## src/rtl/bullet_engine.sv

```systemverilog
// Per-frame projectile engine: on each new-frame strobe it moves live bullets, retires off-screen
// ones, scans every bullet/opponent pair for hits and spawns requested shots under a cooldown.
module bullet_engine #(
    parameter int unsigned N_PLAYERS          = 3,
    parameter int unsigned BULLETS_PER_PLAYER = 2,
    parameter int unsigned BOX_DIM            = 90,
    parameter int unsigned SPEED              = 15,
    parameter int unsigned X_MIN              = 17,
    parameter int unsigned X_MAX              = 1260,
    parameter int unsigned Y_MIN              = 17,
    parameter int unsigned Y_MAX              = 700,
    parameter int unsigned COOLDOWN           = 8,
    localparam int unsigned NumSlots = N_PLAYERS * BULLETS_PER_PLAYER,
    localparam int unsigned PlyW     = (N_PLAYERS > 1) ? $clog2(N_PLAYERS) : 1
) (
    input  logic                     clk_in,
    input  logic                     rst_n_in,
    input  logic                     nf_in,
    input  logic [N_PLAYERS-1:0]     fire_in,
    input  logic [3*N_PLAYERS-1:0]   fire_dir_in,
    input  logic [11*N_PLAYERS-1:0]  box_x_in,
    input  logic [10*N_PLAYERS-1:0]  box_y_in,
    output logic [NumSlots-1:0]      bullet_active_out,
    output logic [11*NumSlots-1:0]   bullet_x_out,
    output logic [10*NumSlots-1:0]   bullet_y_out,
    output logic                     hit_valid_out,
    output logic [PlyW-1:0]          hit_shooter_out,
    output logic [PlyW-1:0]          hit_victim_out,
    output logic                     busy_out,
    output logic                     frame_drop_out
);

    localparam int unsigned SlotW = (NumSlots > 1) ? $clog2(NumSlots) : 1;
    localparam int unsigned CdW   = (COOLDOWN > 0) ? $clog2(COOLDOWN + 1) : 1;

    localparam logic [2:0] DirRight = 3'd1;
    localparam logic [2:0] DirLeft  = 3'd2;
    localparam logic [2:0] DirUp    = 3'd3;
    localparam logic [2:0] DirDown  = 3'd4;

    typedef enum logic [1:0] {StIdle, StMove, StScan, StSpawn} state_e;

    state_e                         state_q;
    logic [NumSlots-1:0]            active_q;
    logic [NumSlots-1:0][10:0]      x_q;
    logic [NumSlots-1:0][9:0]       y_q;
    logic [NumSlots-1:0][2:0]       dir_q;
    logic [N_PLAYERS-1:0][CdW-1:0]  cd_q;
    logic [N_PLAYERS-1:0]           pend_q;
    logic [N_PLAYERS-1:0][2:0]      pdir_q;
    logic [SlotW-1:0]               scan_s_q;
    logic [PlyW-1:0]                scan_v_q;

    assign bullet_active_out = active_q;
    assign bullet_x_out      = x_q;
    assign bullet_y_out      = y_q;

    // Movement results, applied in the single MOVE cycle.
    logic [NumSlots-1:0]       mv_active;
    logic [NumSlots-1:0][10:0] mv_x;
    logic [NumSlots-1:0][9:0]  mv_y;

    always_comb begin
        mv_active = active_q;
        mv_x      = x_q;
        mv_y      = y_q;
        for (int s = 0; s < int'(NumSlots); s++) begin
            if (active_q[s]) begin
                case (dir_q[s])
                    DirRight: begin
                        if ({1'b0, x_q[s]} + 12'(SPEED) > 12'(X_MAX)) mv_active[s] = 1'b0;
                        else mv_x[s] = x_q[s] + 11'(SPEED);
                    end
                    DirLeft: begin
                        if ({1'b0, x_q[s]} < 12'(X_MIN + SPEED)) mv_active[s] = 1'b0;
                        else mv_x[s] = x_q[s] - 11'(SPEED);
                    end
                    DirUp: begin
                        if ({2'b0, y_q[s]} < 12'(Y_MIN + SPEED)) mv_active[s] = 1'b0;
                        else mv_y[s] = y_q[s] - 10'(SPEED);
                    end
                    DirDown: begin
                        if ({2'b0, y_q[s]} + 12'(SPEED) > 12'(Y_MAX)) mv_active[s] = 1'b0;
                        else mv_y[s] = y_q[s] + 10'(SPEED);
                    end
                    default: mv_active[s] = 1'b0;
                endcase
            end
        end
    end

    // Collision test for the pair currently visited by the scan counter.
    logic [PlyW-1:0] scan_owner;
    logic [11:0]     scan_bx, scan_by, scan_px, scan_py;
    logic            scan_hit;

    always_comb begin
        scan_owner = '0;
        for (int s = 0; s < int'(NumSlots); s++) begin
            if (scan_s_q == SlotW'(s)) scan_owner = PlyW'(s / int'(BULLETS_PER_PLAYER));
        end
        scan_bx  = {1'b0, x_q[scan_s_q]};
        scan_by  = {2'b0, y_q[scan_s_q]};
        scan_px  = {1'b0, box_x_in[11*scan_v_q +: 11]};
        scan_py  = {2'b0, box_y_in[10*scan_v_q +: 10]};
        scan_hit = active_q[scan_s_q] && (scan_v_q != scan_owner) &&
                   (scan_px < scan_bx) && (scan_bx < scan_px + 12'(BOX_DIM)) &&
                   (scan_py < scan_by) && (scan_by < scan_py + 12'(BOX_DIM));
    end

    // Lowest free slot per player; the descending loop lets the lowest index win.
    logic [N_PLAYERS-1:0]            spawn_ok;
    logic [N_PLAYERS-1:0][SlotW-1:0] spawn_slot;
    logic [N_PLAYERS-1:0]            fire_ok;

    always_comb begin
        for (int p = 0; p < int'(N_PLAYERS); p++) begin
            spawn_ok[p]   = 1'b0;
            spawn_slot[p] = '0;
            for (int b = int'(BULLETS_PER_PLAYER) - 1; b >= 0; b--) begin
                if (!active_q[p*int'(BULLETS_PER_PLAYER) + b]) begin
                    spawn_ok[p]   = 1'b1;
                    spawn_slot[p] = SlotW'(p*int'(BULLETS_PER_PLAYER) + b);
                end
            end
            fire_ok[p] = fire_in[p] && (fire_dir_in[3*p +: 3] != 3'd0) &&
                         (fire_dir_in[3*p +: 3] <= DirDown);
        end
    end

    always_ff @(posedge clk_in or negedge rst_n_in) begin
        if (!rst_n_in) begin
            state_q         <= StIdle;
            active_q        <= '0;
            x_q             <= '0;
            y_q             <= '0;
            dir_q           <= '0;
            cd_q            <= '0;
            pend_q          <= '0;
            pdir_q          <= '0;
            scan_s_q        <= '0;
            scan_v_q        <= '0;
            busy_out        <= 1'b0;
            frame_drop_out  <= 1'b0;
            hit_valid_out   <= 1'b0;
            hit_shooter_out <= '0;
            hit_victim_out  <= '0;
        end else begin
            hit_valid_out  <= 1'b0;
            frame_drop_out <= nf_in && (state_q != StIdle);
            unique case (state_q)
                StIdle: begin
                    if (nf_in) begin
                        state_q  <= StMove;
                        busy_out <= 1'b1;
                    end
                end
                StMove: begin
                    active_q <= mv_active;
                    x_q      <= mv_x;
                    y_q      <= mv_y;
                    scan_s_q <= '0;
                    scan_v_q <= '0;
                    state_q  <= StScan;
                end
                StScan: begin
                    if (scan_hit) begin
                        active_q[scan_s_q] <= 1'b0;
                        hit_valid_out      <= 1'b1;
                        hit_shooter_out    <= scan_owner;
                        hit_victim_out     <= scan_v_q;
                    end
                    if (scan_v_q == PlyW'(N_PLAYERS - 1)) begin
                        scan_v_q <= '0;
                        if (scan_s_q == SlotW'(NumSlots - 1)) state_q <= StSpawn;
                        else scan_s_q <= scan_s_q + SlotW'(1);
                    end else begin
                        scan_v_q <= scan_v_q + PlyW'(1);
                    end
                end
                StSpawn: begin
                    for (int p = 0; p < int'(N_PLAYERS); p++) begin
                        if (cd_q[p] != '0) begin
                            cd_q[p] <= cd_q[p] - CdW'(1);
                        end else if (pend_q[p] && spawn_ok[p]) begin
                            active_q[spawn_slot[p]] <= 1'b1;
                            x_q[spawn_slot[p]]      <= box_x_in[11*p +: 11] + 11'(BOX_DIM / 2);
                            y_q[spawn_slot[p]]      <= box_y_in[10*p +: 10] + 10'(BOX_DIM / 2);
                            dir_q[spawn_slot[p]]    <= pdir_q[p];
                            cd_q[p]                 <= CdW'(COOLDOWN);
                        end
                    end
                    pend_q   <= '0;
                    busy_out <= 1'b0;
                    state_q  <= StIdle;
                end
                default: state_q <= StIdle;
            endcase
            // Placed after the case so a request arriving in the SPAWN cycle survives the clear.
            for (int p = 0; p < int'(N_PLAYERS); p++) begin
                if (fire_ok[p]) begin
                    pend_q[p] <= 1'b1;
                    pdir_q[p] <= fire_dir_in[3*p +: 3];
                end
            end
        end
    end

endmodule

```

## config.mk

```make
export PLATFORM = sky130hd
export DESIGN_NAME = bullet_engine
export DESIGN_NICKNAME = d
export VERILOG_FILES = /design/src/rtl/bullet_engine.sv
export SDC_FILE = /design/constraint.sdc
export NUM_CORES = 1
export LEC_CHECK = 0
export CAP_MARGIN = 20
export CORE_MARGIN = 1
export CORE_UTILIZATION = 53
export CTS_BUF_LIST = sky130_fd_sc_hd__clkbuf_2
export CTS_CLUSTER_DIAMETER = 30
export CTS_CLUSTER_SIZE = 25
export DETAILED_ROUTE_END_ITERATION = 10
export GPL_TIMING_DRIVEN = 0
export PLACE_DENSITY = 0.78
export SLEW_MARGIN = 20
export SYNTH_ARGS = -nofsm -noshare
export SYNTH_HDL_FRONTEND = slang
export SYNTH_SLANG_ARGS = --single-unit
export TNS_END_PERCENT = 20
```

## constraint.sdc

```tcl
create_clock -name clk_in -period 3.89 [get_ports clk_in]
set_clock_uncertainty 0.15 [all_clocks]
set_input_delay 0.5835 -clock clk_in [delete_from_list [all_inputs] [get_ports clk_in]]
set_output_delay 0.5835 -clock clk_in [all_outputs]
set_load 0.01 [all_outputs]
```

; After elaboration in Yosys (flattened, before gate mapping)
; Cells that the tools add are included.
[classes]
bitwise = 5
n_reduce_logical = 57
n_eq_ne = 80
n_shift = 2
mul = 2
n_addsub = 49
n_mux = 200
n_lt_le_gt_ge = 39
[op_table]
columns = operator, n
row1 = $mux 66, 8
row2 = $mux 60, 8
row3 = $mux 11, 22
row4 = $mux 10, 22
row5 = $bwmux 66, 3
row6 = $bwmux 60, 3
row7 = $mux 18, 8
row8 = $pmux 11 s2, 6
row9 = $pmux 66 s2, 1
row10 = $pmux 10 s2, 6
row11 = $pmux 60 s2, 1
row12 = $demux 11 s3, 3
row13 = $demux 10 s3, 3
row14 = $add 11x4->12 const B, 6
row15 = $gt 12x11->1 const B, 6
row16 = $ne 3x3->1 const B, 24
row17 = $add 10x4->11 const B, 6
row18 = $add 11x4->11 const B, 6
row19 = $gt 11x10->1 const B, 6
row20 = $lt 11x6->1 const B, 6
row21 = $sub 11x4->11 const B, 6
row22 = $add 10x4->10 const B, 6
row23 = $lt 10x6->1 const B, 6
row24 = $reduce_and 5->1, 12
row25 = 54 further kinds, 250
[word_totals]
ff_bits = 188
inputBits = 78

; Longest topological paths before layout
[logic_depth]
ltp_word = 18
depth_mapped = 19

; Worst setup path after synthesis
; Ideal clock, no wire load.
[synth_timing]
path_type = flip-flop to flip-flop
from = register scan_s_q[0]
to = register active_q[0] (netlist: bullet_active_out[0])
t_arrival_ps = 3969
stages_incl_launch_ff = 16
path_slack_ps = -363
path_buffers = 4
required_ps = 3606
path_cell_list = dfrtp_1 buf_4 buf_1 buf_1 mux2i_1 o21ai_0 a21oi_1 ha_1 a21o_1 a221o_1 nor4b_1 nand2_1 or4b_1 buf_2 nor4_2 o32ai_1
[synth_between]
elab_chain_len = 13
elab_cells_between_ends = 35
cone_classes = 6 x order compare / 6 x eq/ne / 14 x mux / 2 x bitwise / 7 x reduce/logical
[synth_rtl]
columns = element, line_no
row1 = from (decl), 51  ; logic [SlotW-1:0] scan_s_q;
row2 = from (signal assigned), 176  ; else scan_s_q <= scan_s_q + SlotW'(1);
row3 = "parallel branches: the longest is 13 deep, another holds $lt 11x11->1", n/a
row4 = to (signal assigned), 159  ; active_q <= mv_active;
row5 = to (decl), 44  ; logic [NumSlots-1:0] active_q;
; Parallel ways; which one is timed is not known. The select of a mux whose other input is x is not followed.
; A chain may end at the register's enable or synchronous reset.

; Final worst setup path
[layout_timing]
from = register scan_s_q[2]
to = register active_q[1] (netlist: bullet_active_out[1])
; The elaborated chain is that of the path after synthesis.

==> flow_summary_export.csv <==
group,metric,value,unit
global_routing,grt_max_degree,78,
yosys,synth.most_common_cell,"nand2_1",
yosys,yosysTopAreaCell,"dfrtp_1",
sta,worst_slew_pin_slew,1290,ps
finish,nets,2631,
drt,top_layer_used,"met4",
cts,cts_made_buffers,17,
finish,drive_above_1_share,10.2,%
placed_design,place_congestion,1.06,
finish,fillers,2827,
setup_path,worstPathArrival,4870,ps
setup_path,cp_max_fo,10,
yosys,syn_area_per_cell,8.41,um^2
yosys,synth_seq_cells,188,
yosys,netlist_instances,2114,
sta,worst_slack,-372,ps
sta,timing.slew.headroom,13.7,%
power_and_ir_drop,ir_worst_vdd,636,uV
drt,num_vias,18900,
outcome,status,"finished, violations left",
drt,via_per_inst,6.66,
placed_design,dp_hpwl,56.1,mm
sta,finalMaxSlewViolations,0,
finish,area_delta_synth_final,21.9,%
yosys,syn_area,0.0178,mm^2
yosys,seq_area_frac_synth,26.5,%
yosys,async_flop_share,100,%
global_routing,grt_first_pass_wirelength,108,mm
setup_path,worstSetupStartpointType,"flip-flop",
drt,drt-total-wl,73.0,mm
cts,cts_tree,"built",
global_routing,overflow,0,
cts,clkLatencyLatePin,920,ps
cts,cts_num_sinks,188,
global_routing,grt_usage,42.6,%
yosys,synth_edf_count,0,
floorplan,die_h,185,um
placed_design,dp_cells,2774,
sta,rsz0062_at_grt,"yes",
drt,drc,0,
outcome,violations,"negative setup slack",
cts,htree_levels,4,
power_and_ir_drop,total_power,18600,uW
sta,hold_viol_final,0,
sta,setup_viol,13,
floorplan,die_area,0.0343,mm^2
drt,drtIter0Drc,2427,
setup_path,worst_ep_required_time,4500,ps
global_routing,grt_antenna_before_repair,3,
drt,antenna_left,0,
drt,met1Wirelength,28.7,mm
floorplan,row_count,66,
setup_path,cp-end-kind,"flip-flop",
job,drv_cap,0,
yosys,yosys-top-cells-area,"dfrtp_1, ha_1, a21oi_1",
floorplan,start_util,54.2,%
sta,post-route-period-util,110,%
yosys,yosysUniqueCellTypes,85,
worst_hold_path,hold_class,"in2reg",
drt,met2_length,32.0,mm
yosys,ys.flop_type,"dfrtp_1",
drt,routedWlPerCell,25.7,um
sta,fmax,235,MHz
sta,tns,-3160,ps
cts,clockBufferDepth,2,
drt,drt_pre_antenna_iters,7,
floorplan,die_x,185,um
placed_design,io_buffers,216,
floorplan,core_region_area,0.0328,mm^2
sta,finalHoldWorstSlack,131,ps
finish,finalNonFillerCells,2836,
global_routing,grt_pass1_vias,17900,
setup_path,worstSetupPathType,"reg2reg",
yosys,synth_commonest_cells,"nand2_1, dfrtp_1, a21oi_1, nor2_1, ha_1",
power_and_ir_drop,p_per_area,858,mW/mm^2
yosys,synth_top_area_share,26.5,%
drt,met3_length,7.78,mm
yosys,yosysWarnings,0,
floorplan,boundaryPins,217,
sta,fin_crit,4260,ps
yosys,syn_nets,2362,
finish,fin_util,66.1,%
cts,clk_pin_slew,290,ps
cts,cts_root_buf,"clkbuf_2",
power_and_ir_drop,p_leak,0.00887,uW
==> cell usage in the layout, fill, tap and decap left out, types with 13 or more instances in the layout <==
| cell | n |
|---|---|
| mux2_2 | 47 |
| nor3_1 | 44 |
| or3_1 | 22 |
| clkbuf_1 | 56 |
| and3_1 | 14 |
| nand3_1 | 30 |
| nor2b_1 | 23 |
| a21oi_1 | 161 |
| a21o_1 | 33 |
| o22ai_1 | 57 |
| nand2_1 | 192 |
| ha_1 | 155 |
| o21a_1 | 38 |
| a21oi_2 | 14 |
| or4_1 | 14 |
| dfrtp_1 | 188 |
| o221ai_1 | 28 |
| clkbuf_2 | 23 |
| a31oi_1 | 22 |
| nand2b_1 | 20 |
| o2bb2ai_1 | 13 |
| o211ai_1 | 14 |
| xor2_1 | 73 |
| mux2i_1 | 53 |
| clkdlybuf4s50_1 | 215 |
| xnor2_1 | 93 |
| o21ai_0 | 141 |
| buf_4 | 30 |
| inv_1 | 104 |
| nor2_1 | 160 |
| o31ai_1 | 14 |
==> kinds of logic (layout without fill, tap and decap cells) <==
| group | after synthesis | after routing | share of synthesized area (%) |
|---|---|---|---|
| DFF | 188 | 188 | 26.5 |
| buffers and inverters | 194 | 473 | 4.27 |
| AOI/OAI and AO/OA | 685 | 685 | 25.2 |
| and+or+nand+nor | 592 | 592 | 15.8 |
| muxes | 119 | 119 | 7.59 |
| adders and majority gates | 170 | 170 | 12.5 |
| xor gates and xnor gates | 166 | 166 | 8.18 |
| other | 0 | 1 | 0 |
==> stage by stage <==
step                cell area, um^2  setup slack (ps)
floorplan                     17800              6.01
global placement              20500             -6040
detailed placement            20600             -1610
CTS                           21500              -320
global route                  21700              -468
finish                        21700              -372
==> worst paths after layout <==
kind / startpoint / to / slack (ps) / depth (start not counted)
setup / recovery: scan_s_q[2] / bullet_active_out[1] / -370 / 16
hold / removal: nf_in / frame_drop_out / 130 / 2
setup reg to reg: scan_s_q[2] / bullet_active_out[1] / -370 / 16
hold reg to reg: hit_victim_out[0] / hit_victim_out[0] / 410 / 1
max in group asynchronous: rst_n_in / bullet_y_out[11] / 2350 / 4
min in group asynchronous: rst_n_in / cd_q[11] / 510 / 3
==> layer usage <==
metal | global-route usage (%) | vias up
met2 | 65.8 | 1215
li1 | - | 8364
met5 | 0 | -
met4 | 24.2 | 0
met1 | 55.7 | 9070
met3 | 8.36 | 252
==> layout make-up <==
| type | count | area (um^2) | area share [%] |
|---|---|---|---|
| Timing Repair Buffer | 250 | 2480 | 11.4 |
| Clock buffer | 17 | 85.1 | 0.392 |
| Clock inverter | 12 | 100 | 0.462 |
| Sequential cell | 188 | 4700 | 21.7 |
| Antenna cell | 1 | 2.50 | 0.0115 |
| Tap cell | 442 | 553 | 2.55 |
| Buffer | 86 | 505 | 2.33 |
| Inverter | 108 | 408 | 1.88 |
| Multi-Input combinational cell | 1732 | 12800 | 59.2 |
==> power breakdown <==
part | total [uW] | internal (uW) | switching, uW
combinational | 13300 | 6000 | 7320
clock | 969 | 216 | 753
sequential | 4310 | 2680 | 1630
==> sequential cells by signal (all words and copies together), names as in the netlist <==
name               cells
bullet_x_out          66
bullet_y_out          60
dir_q                 18
cd_q                  12
pdir_q                 9
bullet_active_out      6
pend_q                 3
scan_s_q               3
hit_shooter_out        2
hit_victim_out         2
scan_v_q               2
state_q                2
busy_out               1
frame_drop_out         1
hit_valid_out          1
==> worst max-delay path: stages, from the launching register on <==
cell and delay (ps):
dfrtp_1 450, clkbuf_2 190, clkbuf_4 260, o21ai_0 430, o21a_1 190, and3_1 180, inv_1 50, ha_1 290
a21o_1 170, a21oi_1 310, o22ai_1 150, nor4b_1 270, nand2_1 90, or4b_4 500, buf_12 170, o31ai_4 170
o41ai_2 100
==> what timing repair did <==
| item | 4_1_cts | 5_1_grt |
|---|---|---|
| setup endpoints to repair | 15 | 17 |
| pin swaps | 23 | 16 |
| hold endpoints to repair | 188 | 0 |
| buffers inserted | 22 | 7 |
| hold buffers | 3 | 0 |
| resized for setup | 101 | 33 |
No activity file was read; power rests on OpenSTA's default activity.
